[config.mk]
export PLATFORM = sky130hd
export DESIGN_NAME = rv_decode_stage
export DESIGN_NICKNAME = d
export VERILOG_FILES = /design/src/rtl/rv_dec_pkg.sv /design/src/rtl/rv_decode_comb.sv /design/src/rtl/rv_decode_stage.sv
export SDC_FILE = /design/constraint.sdc
export NUM_CORES = 1
export LEC_CHECK = 0
export CORE_ASPECT_RATIO = 0.9
export CORE_MARGIN = 4
export CORE_UTILIZATION = 46
export DETAILED_ROUTE_END_ITERATION = 12
export PLACE_DENSITY = 0.72
export SLEW_MARGIN = 30
export SYNTH_ARGS = -nofsm -noshare
export SYNTH_HDL_FRONTEND = slang
export SYNTH_SLANG_ARGS = --single-unit
[constraint.sdc]
create_clock -name clk -period 3.5 [get_ports clk]
set_input_delay 0.7 -clock clk [delete_from_list [all_inputs] [get_ports clk]]
set_output_delay 0.7 -clock clk [all_outputs]
set_load 0.01 [all_outputs]
[src/rtl/rv_dec_pkg.sv]
// rv_dec_pkg: shared opcode encodings, ALUOp encodings and the decoded bundle layout
// used by the RV32I decode stage.
package rv_dec_pkg;

    // Supported major opcodes (instr[6:0])
    localparam logic [6:0] OP_R  = 7'b0110011;
    localparam logic [6:0] OP_I  = 7'b0010011;
    localparam logic [6:0] OP_LD = 7'b0000011;
    localparam logic [6:0] OP_ST = 7'b0100011;
    localparam logic [6:0] OP_BR = 7'b1100011;

    // {ALUOp1, ALUOp0} encodings consumed by the ALU control
    localparam logic [1:0] ALUOP_ADD  = 2'b00;  // address add (loads/stores)
    localparam logic [1:0] ALUOP_BR   = 2'b01;  // branch compare
    localparam logic [1:0] ALUOP_FUNC = 2'b10;  // operation from func3/func5

    // One decoded instruction as held in the skid buffer
    typedef struct packed {
        logic [4:0]  rs1;
        logic [4:0]  rs2;
        logic [4:0]  rd;
        logic [2:0]  func3;
        logic [6:0]  func5;
        logic [11:0] imm;
        logic        reg_write;
        logic        alu_src;
        logic        pc_src;
        logic        mem_read;
        logic        mem_write;
        logic        mem_to_reg;
        logic [1:0]  alu_op;
        logic        illegal;
    } dec_bundle_t;

    localparam int BUNDLE_W = $bits(dec_bundle_t);

endpackage

[src/rtl/rv_decode_comb.sv]
// rv_decode_comb: purely combinational RV32I word -> decoded bundle.
// Unsupported opcodes set illegal, clear every control and zero imm while the
// register/func fields are still passed through.
module rv_decode_comb
    import rv_dec_pkg::*;
(
    input  logic [31:0] instr,
    output dec_bundle_t bundle
);

    // Field extraction, per-opcode controls/immediate, then x0 write suppression
    always_comb begin
        // NOTE: assigning a full default first guarantees every field is driven on every path, so no latch is inferred.
        bundle       = '0;
        bundle.rs1   = instr[19:15];
        bundle.rs2   = instr[24:20];
        bundle.rd    = instr[11:7];
        bundle.func3 = instr[14:12];
        bundle.func5 = instr[31:25];
        case (instr[6:0])
            OP_R: begin
                bundle.reg_write = 1'b1;
                bundle.alu_op    = ALUOP_FUNC;
            end
            OP_I: begin
                bundle.reg_write = 1'b1;
                bundle.alu_src   = 1'b1;
                bundle.alu_op    = ALUOP_FUNC;
                bundle.imm       = instr[31:20];
            end
            OP_LD: begin
                bundle.reg_write  = 1'b1;
                bundle.alu_src    = 1'b1;
                bundle.mem_read   = 1'b1;
                bundle.mem_to_reg = 1'b1;
                bundle.alu_op     = ALUOP_ADD;
                bundle.imm        = instr[31:20];
            end
            OP_ST: begin
                bundle.alu_src   = 1'b1;
                bundle.mem_write = 1'b1;
                bundle.alu_op    = ALUOP_ADD;
                bundle.imm       = {instr[31:25], instr[11:7]};
                bundle.rd        = 5'd0;
            end
            OP_BR: begin
                bundle.pc_src = 1'b1;
                bundle.alu_op = ALUOP_BR;
                bundle.imm    = {instr[31], instr[7], instr[30:25], instr[11:8]};
                bundle.rd     = 5'd0;
            end
            default: begin
                bundle.illegal = 1'b1;
            end
        endcase
        // Writes to x0 never reach the register file
        if (bundle.rd == 5'd0) begin
            bundle.reg_write = 1'b0;
        end
    end

endmodule

[src/rtl/rv_decode_stage.sv]
// rv_decode_stage: RV32I decode stage with a 2-entry skid buffer holding decoded
// bundles. in_ready is a flop output (not skid full), so it has no combinational
// path from out_ready. Outputs read 0 whenever out_valid is 0.
// Optional build macro: DEC_PERF_CNT_EN adds instr_cnt / illegal_cnt transfer counters.
module rv_decode_stage
    import rv_dec_pkg::*;
#(
    parameter int XLEN  = 32,
    parameter int IMM_W = 12
) (
    input  logic             clk,
    input  logic             reset,
    input  logic             flush,
    input  logic             in_valid,
    output logic             in_ready,
    input  logic [XLEN-1:0]  instr,
    output logic             out_valid,
    input  logic             out_ready,
    output logic [4:0]       rs1,
    output logic [4:0]       rs2,
    output logic [4:0]       rd,
    output logic [2:0]       func3,
    output logic [6:0]       func5,
    output logic [IMM_W-1:0] imm,
    output logic             RegWrite,
    output logic             ALUSrc,
    output logic             PCSrc,
    output logic             MemRead,
    output logic             MemWrite,
    output logic             MemToReg,
    output logic             ALUOp0,
    output logic             ALUOp1,
    output logic             illegal
`ifdef DEC_PERF_CNT_EN
    ,
    output logic [31:0]      instr_cnt,
    output logic [15:0]      illegal_cnt
`endif
);

    dec_bundle_t         dec_word;
    dec_bundle_t         out_b;
    logic [BUNDLE_W-1:0] main_q;
    logic [BUNDLE_W-1:0] skid_q;
    logic                main_valid;
    logic                skid_valid;
    logic                push;
    logic                pop;

    rv_decode_comb u_decode (
        .instr  (instr),
        .bundle (dec_word)
    );

    assign in_ready  = !skid_valid;
    assign out_valid = main_valid;
    assign push      = in_valid && in_ready;
    assign pop       = main_valid && out_ready;

    // Skid buffer: main drives the outputs, skid catches a word arriving while main is held
    always_ff @(posedge clk or negedge reset) begin
        // NOTE: state updates use non-blocking assignments so every flop samples pre-edge values.
        if (!reset) begin
            main_valid <= 1'b0;
            skid_valid <= 1'b0;
            main_q     <= '0;
            skid_q     <= '0;
        end else if (flush) begin
            main_valid <= 1'b0;
            skid_valid <= 1'b0;
        end else if (pop) begin
            if (skid_valid) begin
                main_q     <= skid_q;
                skid_valid <= 1'b0;
            end else if (push) begin
                main_q <= dec_word;
            end else begin
                main_valid <= 1'b0;
            end
        end else if (push) begin
            if (!main_valid) begin
                main_q     <= dec_word;
                main_valid <= 1'b1;
            end else begin
                skid_q     <= dec_word;
                skid_valid <= 1'b1;
            end
        end
    end

    // Outputs are forced to zero while no bundle is presented
    assign out_b    = main_valid ? dec_bundle_t'(main_q) : '0;
    assign rs1      = out_b.rs1;
    assign rs2      = out_b.rs2;
    assign rd       = out_b.rd;
    assign func3    = out_b.func3;
    assign func5    = out_b.func5;
    assign imm      = out_b.imm;
    assign RegWrite = out_b.reg_write;
    assign ALUSrc   = out_b.alu_src;
    assign PCSrc    = out_b.pc_src;
    assign MemRead  = out_b.mem_read;
    assign MemWrite = out_b.mem_write;
    assign MemToReg = out_b.mem_to_reg;
    assign ALUOp0   = out_b.alu_op[0];
    assign ALUOp1   = out_b.alu_op[1];
    assign illegal  = out_b.illegal;

`ifdef DEC_PERF_CNT_EN
    // Transfer counters: count output handshakes, wrap naturally, untouched by flush
    always_ff @(posedge clk or negedge reset) begin
        if (!reset) begin
            instr_cnt   <= '0;
            illegal_cnt <= '0;
        end else if (pop) begin
            instr_cnt <= instr_cnt + 32'd1;
            if (out_b.illegal) begin
                illegal_cnt <= illegal_cnt + 16'd1;
            end
        end
    end
`endif

endmodule

==> results of run 1 <==
-- metal layers --
layer / track usage, % / part of all wire [%] / vias to the layer above
met5: 0 / 0 / -
met4: 7.02 / 1.5 / 0
met3: 3.23 / 6.4 / 15
met2: 33.0 / 48 / 145
met1: 27.9 / 44 / 1853
li1: - / - / 1915
-- sequential cells by signal (all words and copies together) (netlist names) --
name / count
main_q: 45
skid_valid: 1
skid_q: 45
out_valid: 1
-- area by class of cell --
type | count | area share (%)
Timing Repair Buffer | 92 | 16.1
Antenna cell | 1 | 0.0443
Sequential cell | 92 | 40.8
Inverter | 2 | 0.133
Clock inverter | 4 | 0.909
Tap cell | 126 | 2.79
Clock buffer | 10 | 2.44
Multi-Input combinational cell | 406 | 36.8
-- critical path: stages (launching register included) --
cell             delay, ns
dfrtp_1               0.75
buf_4                 0.31
and2_1                0.14
clkdlybuf4s50_1       0.54
-- through the flow --
step | power (W) | util [%] | instance area [sq um] | hold WS [ns]
2_1_floorplan | 0.00155 | - | 4570 | 0.404
3_3_place_gp | 0.00176 | 56.4 | 5450 | 0.448
3_5_place_dp | 0.00178 | 56.4 | 5450 | 0.462
4_1_cts | 0.00247 | 58.4 | 5640 | 0.258
5_1_grt | 0.00259 | 58.4 | 5640 | 0.270
6_report | 0.00245 | 58.5 | 5650 | 0.252
-- layout by cell type, fill, tap and decap left out, types with 8 or more instances in the layout --
cell / netlist / final
nand2_1: 155 / 155
dfrtp_1: 92 / 92
clkdlybuf4s50_1: 0 / 83
and2_1: 45 / 45
a21oi_1: 43 / 43
nor2_1: 35 / 35
o21ai_0: 31 / 31
nand3_1: 23 / 23
a31oi_1: 20 / 20
clkbuf_8: 0 / 10
nand2b_1: 8 / 8
nor3_1: 8 / 8
buf_4: 4 / 8
-- where the power goes --
part           switching (W)  total (W)  leakage (nW)  internal, W
sequential         0.0000832    0.00130          1.16      0.00121
combinational       0.000233   0.000453          1.23     0.000220
clock               0.000360   0.000702        0.0942     0.000342
total               0.000676    0.00245          2.48      0.00178
-- cell families after synthesis --
| family | after synthesis |
|---|---|
| AOI/OAI and AO/OA | 114 |
| muxes | 5 |
| DFF | 92 |
| and+or+nand+nor | 287 |
| buffers and inverters | 43 |
-- final timing paths --
path / start / to / slack, ns / cells after the start
setup reg to reg: out_valid / main_q[17] / 1.11 / 5
hold reg to reg: skid_q[36] / skid_q[36] / 0.48 / 2
setup / recovery: out_valid / func5[4] / 0.70 / 3
hold / removal: reset / skid_valid / 0.25 / 1
max in group asynchronous: reset / main_q[12] / 2.48 / 2
min in group clk: skid_q[36] / skid_q[36] / 0.48 / 2
==> summary.md, run 1 <==
| Metric | Value |
|---|---|
| Outcome | finished clean |
| Setup repair bufs after CTS | 0 |
| # DRC | 0 |
| Average cell area after synthesis | 8.44 sq um |
| Hpwl dp | 7580 um |
| Skew final | 0.0104 ns |
| VDD IR max | 199 uV |
| Clock latency on the worst-skew pair | 0.35 ns |
| Flop and latch count out of synthesis | 92 |
| Drt first pass iters | 5 |
| CTS tree | built |
| Clock Path Buffers | 2 |
| Die ar. | 0.0116 sq mm |
| XOR/XNOR Fraction of Synth Area | 0% |
| Gpl congestion | 0.795 |
| Reg area | 0.00230 sq mm |
| Adder-cell share of the synthesized area | 0% |
| DR vias/cell | 5.36 |
| Simple-Gate Fraction of Synth Area | 29.0% |
| Core ar. | 0.00966 sq mm |
| Fill count | 844 |
| Post-DRT Antenna Nets | 0 |
| H-tree lvl count | 3 |
| Antenna violations before repair | 0 |
| Effective utilization at floorplan | 47.3% |
| GRT overflow | 0 |
| Fin Setup TNS | 0 ns |
| Area growth, synth to finish | 23.7% |
| Synthesized Nets | 578 |
| Worst path arrival time | 2.10 ns |
| Max Clock Freq | 357 MHz |
| Most frequent cell after synthesis | nand2_1 |
| Clock transition at path regs | 0.09 ns |
| FFs w/ async S/R, synth | 100% |
| Mux share of post-synthesis cell area | 1.10% |
| Gates resized, CTS repair | 0 |
| Setup WS pre-CTS | 0.704 ns |
| Synth area leaders | dfrtp_1, nand2_1, and2_1 |
| Complex-gate fraction of the synthesized area | 14.9% |
| RSZ-0062 raised after global routing | false |
| Largest family of logic cells by synthesized area | simple AND/OR/NAND/NOR gates |
| Die Ht | 103 um |
| Drt wl/cell | 15.4 um |
| PnR worst setup slack | 0.695 ns |
| Total GRT Usage | 20.3% |
| Row cnt | 34 |
| Number of global-route vias before repair | 3,831 |
| Count of final hold-check violations | 0 |
| Post-Syn Area | 0.00457 sq mm |
| Most frequent cells after synthesis | nand2_1, dfrtp_1, and2_1, a21oi_1, nor2_1 |
| Leading area contributor after synthesis | dfrtp_1 |
| Clock Sink Count | 92 |
| Max Cap Violations | 0 |
| Share of the synthesized area in the top cell type | 50.4% |
| Cells after DPL | 718 |
| Final min period | 2.80 ns |
| Req. time, crit path | 2.80 ns |
| Max-slew violation count | 0 |
| Nets | 640 |
| Warnings, synthesis | 0 |
| Root Buffer | clkbuf_8 |
| I/O Pins | 85 |
| Cells after synthesis | 541 |
| Post-Route WL | 11,300 um |
| Critical path class | reg2out |
| Actual slew at the worst max-slew pin | 0.913 ns |
| Share of layout cells above drive strength 1 | 6.11% |
| I/O Buffers | 84 |
| Fin crit share | 80.1% |
| Vias | 3,928 |
| Max-slew headroom | 39.2% |
| Synth Flop Type | dfrtp_1 |
| Final setup vio count | 0 |
| Hold buffer count at cts | 0 |
| Num CTS Buffers | 9 |
| P per Cell Area | 434 mW/mm^2 |
| Worst Setup End Kind | primary output |
| Worst Hold Class | in2async |
| Non-Filler Instances | 733 |
| P_leak | 2.48 nW |
| Initial drt markers | 319 |
| Die Wd | 113 um |
| Crit Path Max Fanout | 22 |
| First-pass GRT wire length | 18,900 um |
| Worst setup SP type | flop |
| Area of the multi-input gates | 0.00208 sq mm |
| Largest net degree at the start of global routing | 68 |
| Seq/Total Area, Yosys | 50.4% |
| Netlist cell types | 36 |
| Post-synth EDFFs | 0 |
(Power assumes the default switching activity.)
==> inputs of run 2 (changes only) <==
Clock period 3.5 ns to 2.9 ns, I/O delays scaled along.
==> run 2 against run 1 <==
Against the previous run:
- design area increased by 0.86%
- hold slack worse by 0.043 ns
- combinational power grew 23%
- first-iteration DRC count decreased by 13%
- register-to-register slack got worse by 0.50 ns
- critical path depth unchanged
- setup slack worse by 0.40 ns
- largest cell class unchanged
==> summary.md, run 2 (synthesis gave the netlist of run 1 again) <==
| Metric | Value |
|---|---|
| Die Ht | 103 um (unchanged) |
| P per Cell Area | 527 mW/mm^2 (was 434 mW/mm^2) |
| Nets | 641 (was 640) |
| Post-Route WL | 11,700 um (was 11,300 um) |
| Actual slew at the worst max-slew pin | 0.939 ns (was 0.913 ns) |
| # DRC | 0 (unchanged) |
| Post-place instance area | 0.00550 sq mm (was 0.00545 sq mm) |
| Gpl congestion | 0.799 (was 0.795) |
| Fill count | 848 (was 844) |
| Hold buffer count at cts | 0 (unchanged) |
| CTS tree | built (unchanged) |
| Final setup vio count | 0 (unchanged) |
| I/O Buffers | 84 (unchanged) |
| Commonest non-fill, non-tap cell in the layout | nand2_1 (unchanged) |
| PnR worst setup slack | 0.292 ns (was 0.695 ns) |
| Clock Sink Count | 92 (unchanged) |
| P_leak | 2.49 nW (was 2.48 nW) |
| Hpwl dp | 7680 um (was 7580 um) |
| Max Cap Violations | 0 (unchanged) |
| Drt wl/cell | 15.9 um (was 15.4 um) |
| Reg2Reg Depth | 5 (unchanged) |
| Final min period | 2.61 ns |
| Area growth, synth to finish | 24.7% (was 23.7%) |
| Most frequent cells in the layout | nand2_1, dfrtp_1, clkdlybuf4s50_1 (unchanged) |
| Largest net degree at the start of global routing | 68 (unchanged) |
| First-pass GRT wire length | 19,300 um (was 18,900 um) |
| Fin Setup TNS | 0 ns (unchanged) |
| Clock latency on the worst-skew pair | 0.37 ns (was 0.35 ns) |
| Worst Hold Class | in2async (unchanged) |
| GRT overflow | 0 (unchanged) |
| Worst Setup End Kind | primary output (unchanged) |
| Outcome | finished clean (unchanged) |
| Setup WS pre-CTS | 0.305 ns (was 0.704 ns) |
| H-tree lvl count | 3 (unchanged) |
| Setup repair bufs after CTS | 0 (unchanged) |
| Non-Filler Instances | 734 (was 733) |
| Internal reg-to-reg setup slack | 0.61 ns (was 1.11 ns) |
| Root Buffer | clkbuf_8 (unchanged) |
| Req. time, crit path | 2.32 ns (was 2.80 ns) |
| Fin crit share | 89.9% |
| Max-slew violation count | 0 (unchanged) |
| Worst r2r dst | main_q[18] (was main_q[17]) |
| Effective utilization at floorplan | 47.3% (unchanged) |
| Initial drt markers | 279 (was 319) |
| Count of final hold-check violations | 0 (unchanged) |
| DR vias/cell | 5.36 (about the same) |
| Max Clock Freq | 383 MHz |
| Die ar. | 0.0116 sq mm (unchanged) |
| Worst setup SP type | flop (unchanged) |
| Core ar. | 0.00966 sq mm (unchanged) |
| Cells after DPL | 719 (was 718) |
| VDD IR max | 312 uV (was 199 uV) |
| R2R Path Start | out_valid (unchanged) |
| Worst path arrival time | 2.03 ns (was 2.10 ns) |
| RSZ-0062 raised after global routing | false (unchanged) |
| Max-slew headroom | 37.4% (was 39.2%) |
| Critical path class | reg2out (unchanged) |
| Biggest regs | main_q (45), skid_q (45) (unchanged) |
| Die Wd | 113 um (unchanged) |
| I/O Pins | 85 (unchanged) |
| Clock Path Buffers | 2 (unchanged) |
| Gates resized, CTS repair | 0 (unchanged) |
| Drt first pass iters | 5 (unchanged) |
| Crit Path Max Fanout | 36 (was 22) |
| Vias | 3,937 (was 3,928) |
| Share of layout cells above drive strength 1 | 6.41% (was 6.11%) |
| Num CTS Buffers | 9 (unchanged) |
| Number of global-route vias before repair | 3,835 (was 3,831) |
| Design Area, Final | 0.00569 sq mm (was 0.00565 sq mm) |
| Antenna violations before repair | 0 (unchanged) |
| Row cnt | 34 (unchanged) |
| Post-DRT Antenna Nets | 0 (unchanged) |
| Clock transition at path regs | 0.09 ns (about the same) |
| Total power | 0.00300 W (was 0.00245 W) |
| Antenna diodes | 0 (was 1) |
| Skew final | 0.0101 ns (was 0.0104 ns) |
| Total GRT Usage | 20.9% (was 20.3%) |
==> run 2: routing by layer <==
metal / track usage, % / up-vias / wire (um) / share of wire [%]
met5: 0 / - / 0 / 0
met4: 8.13 / 0 / 205 / 1.8
met3: 4.17 / 19 / 750 / 6.4
met1: 27.7 / 1867 / 5080 / 43
li1: - / 1923 / - / -
met2: 34.3 / 128 / 5650 / 48
==> run 2: cell type report <==
cell class	count	area, sq um	share of cell area, %
Clock buffer	10	138	2.42
Clock inverter	5	61.3	1.08
Inverter	2	7.51	0.132
Multi-Input combinational cell	406	2070	36.4
Sequential cell	92	2300	40.4
Tap cell	126	158	2.77
Timing Repair Buffer	93	956	16.8
==> run 2: metrics by stage <==
step	utilization, %	hold WS, ns
floorplan	-	0.284
global placement	56.9	0.447
detailed placement	56.9	0.462
CTS	59.0	0.230
global route	59.0	0.250
finish	59.0	0.209
==> run 2: worst max-delay path, stage by stage, from the launching register on <==
cell and delay [ns]:
dfrtp_1 0.70, buf_12 0.25, and2_1 0.16, clkdlybuf4s50_1 0.54
==> run 2: report_power, final <==
| group | internal [W] | switching [W] |
|---|---|---|
| clock | 0.000420 | 0.000455 |
| combinational | 0.000269 | 0.000287 |
| sequential | 0.00147 | 0.000102 |
| total | 0.00215 | 0.000844 |
==> run 2: how the worst max path moves through the flow <==
stage | start | to | slack [ns]
after floorplan | out_valid | func3[0] | 1.16
after global placement | instr[2] | main_q[9] | 0.43
after detailed placement | instr[2] | main_q[12] | 0.30
after CTS | out_valid | MemToReg | 0.23
after global routing | out_valid | MemRead | 0.11
final | out_valid | MemRead | 0.29
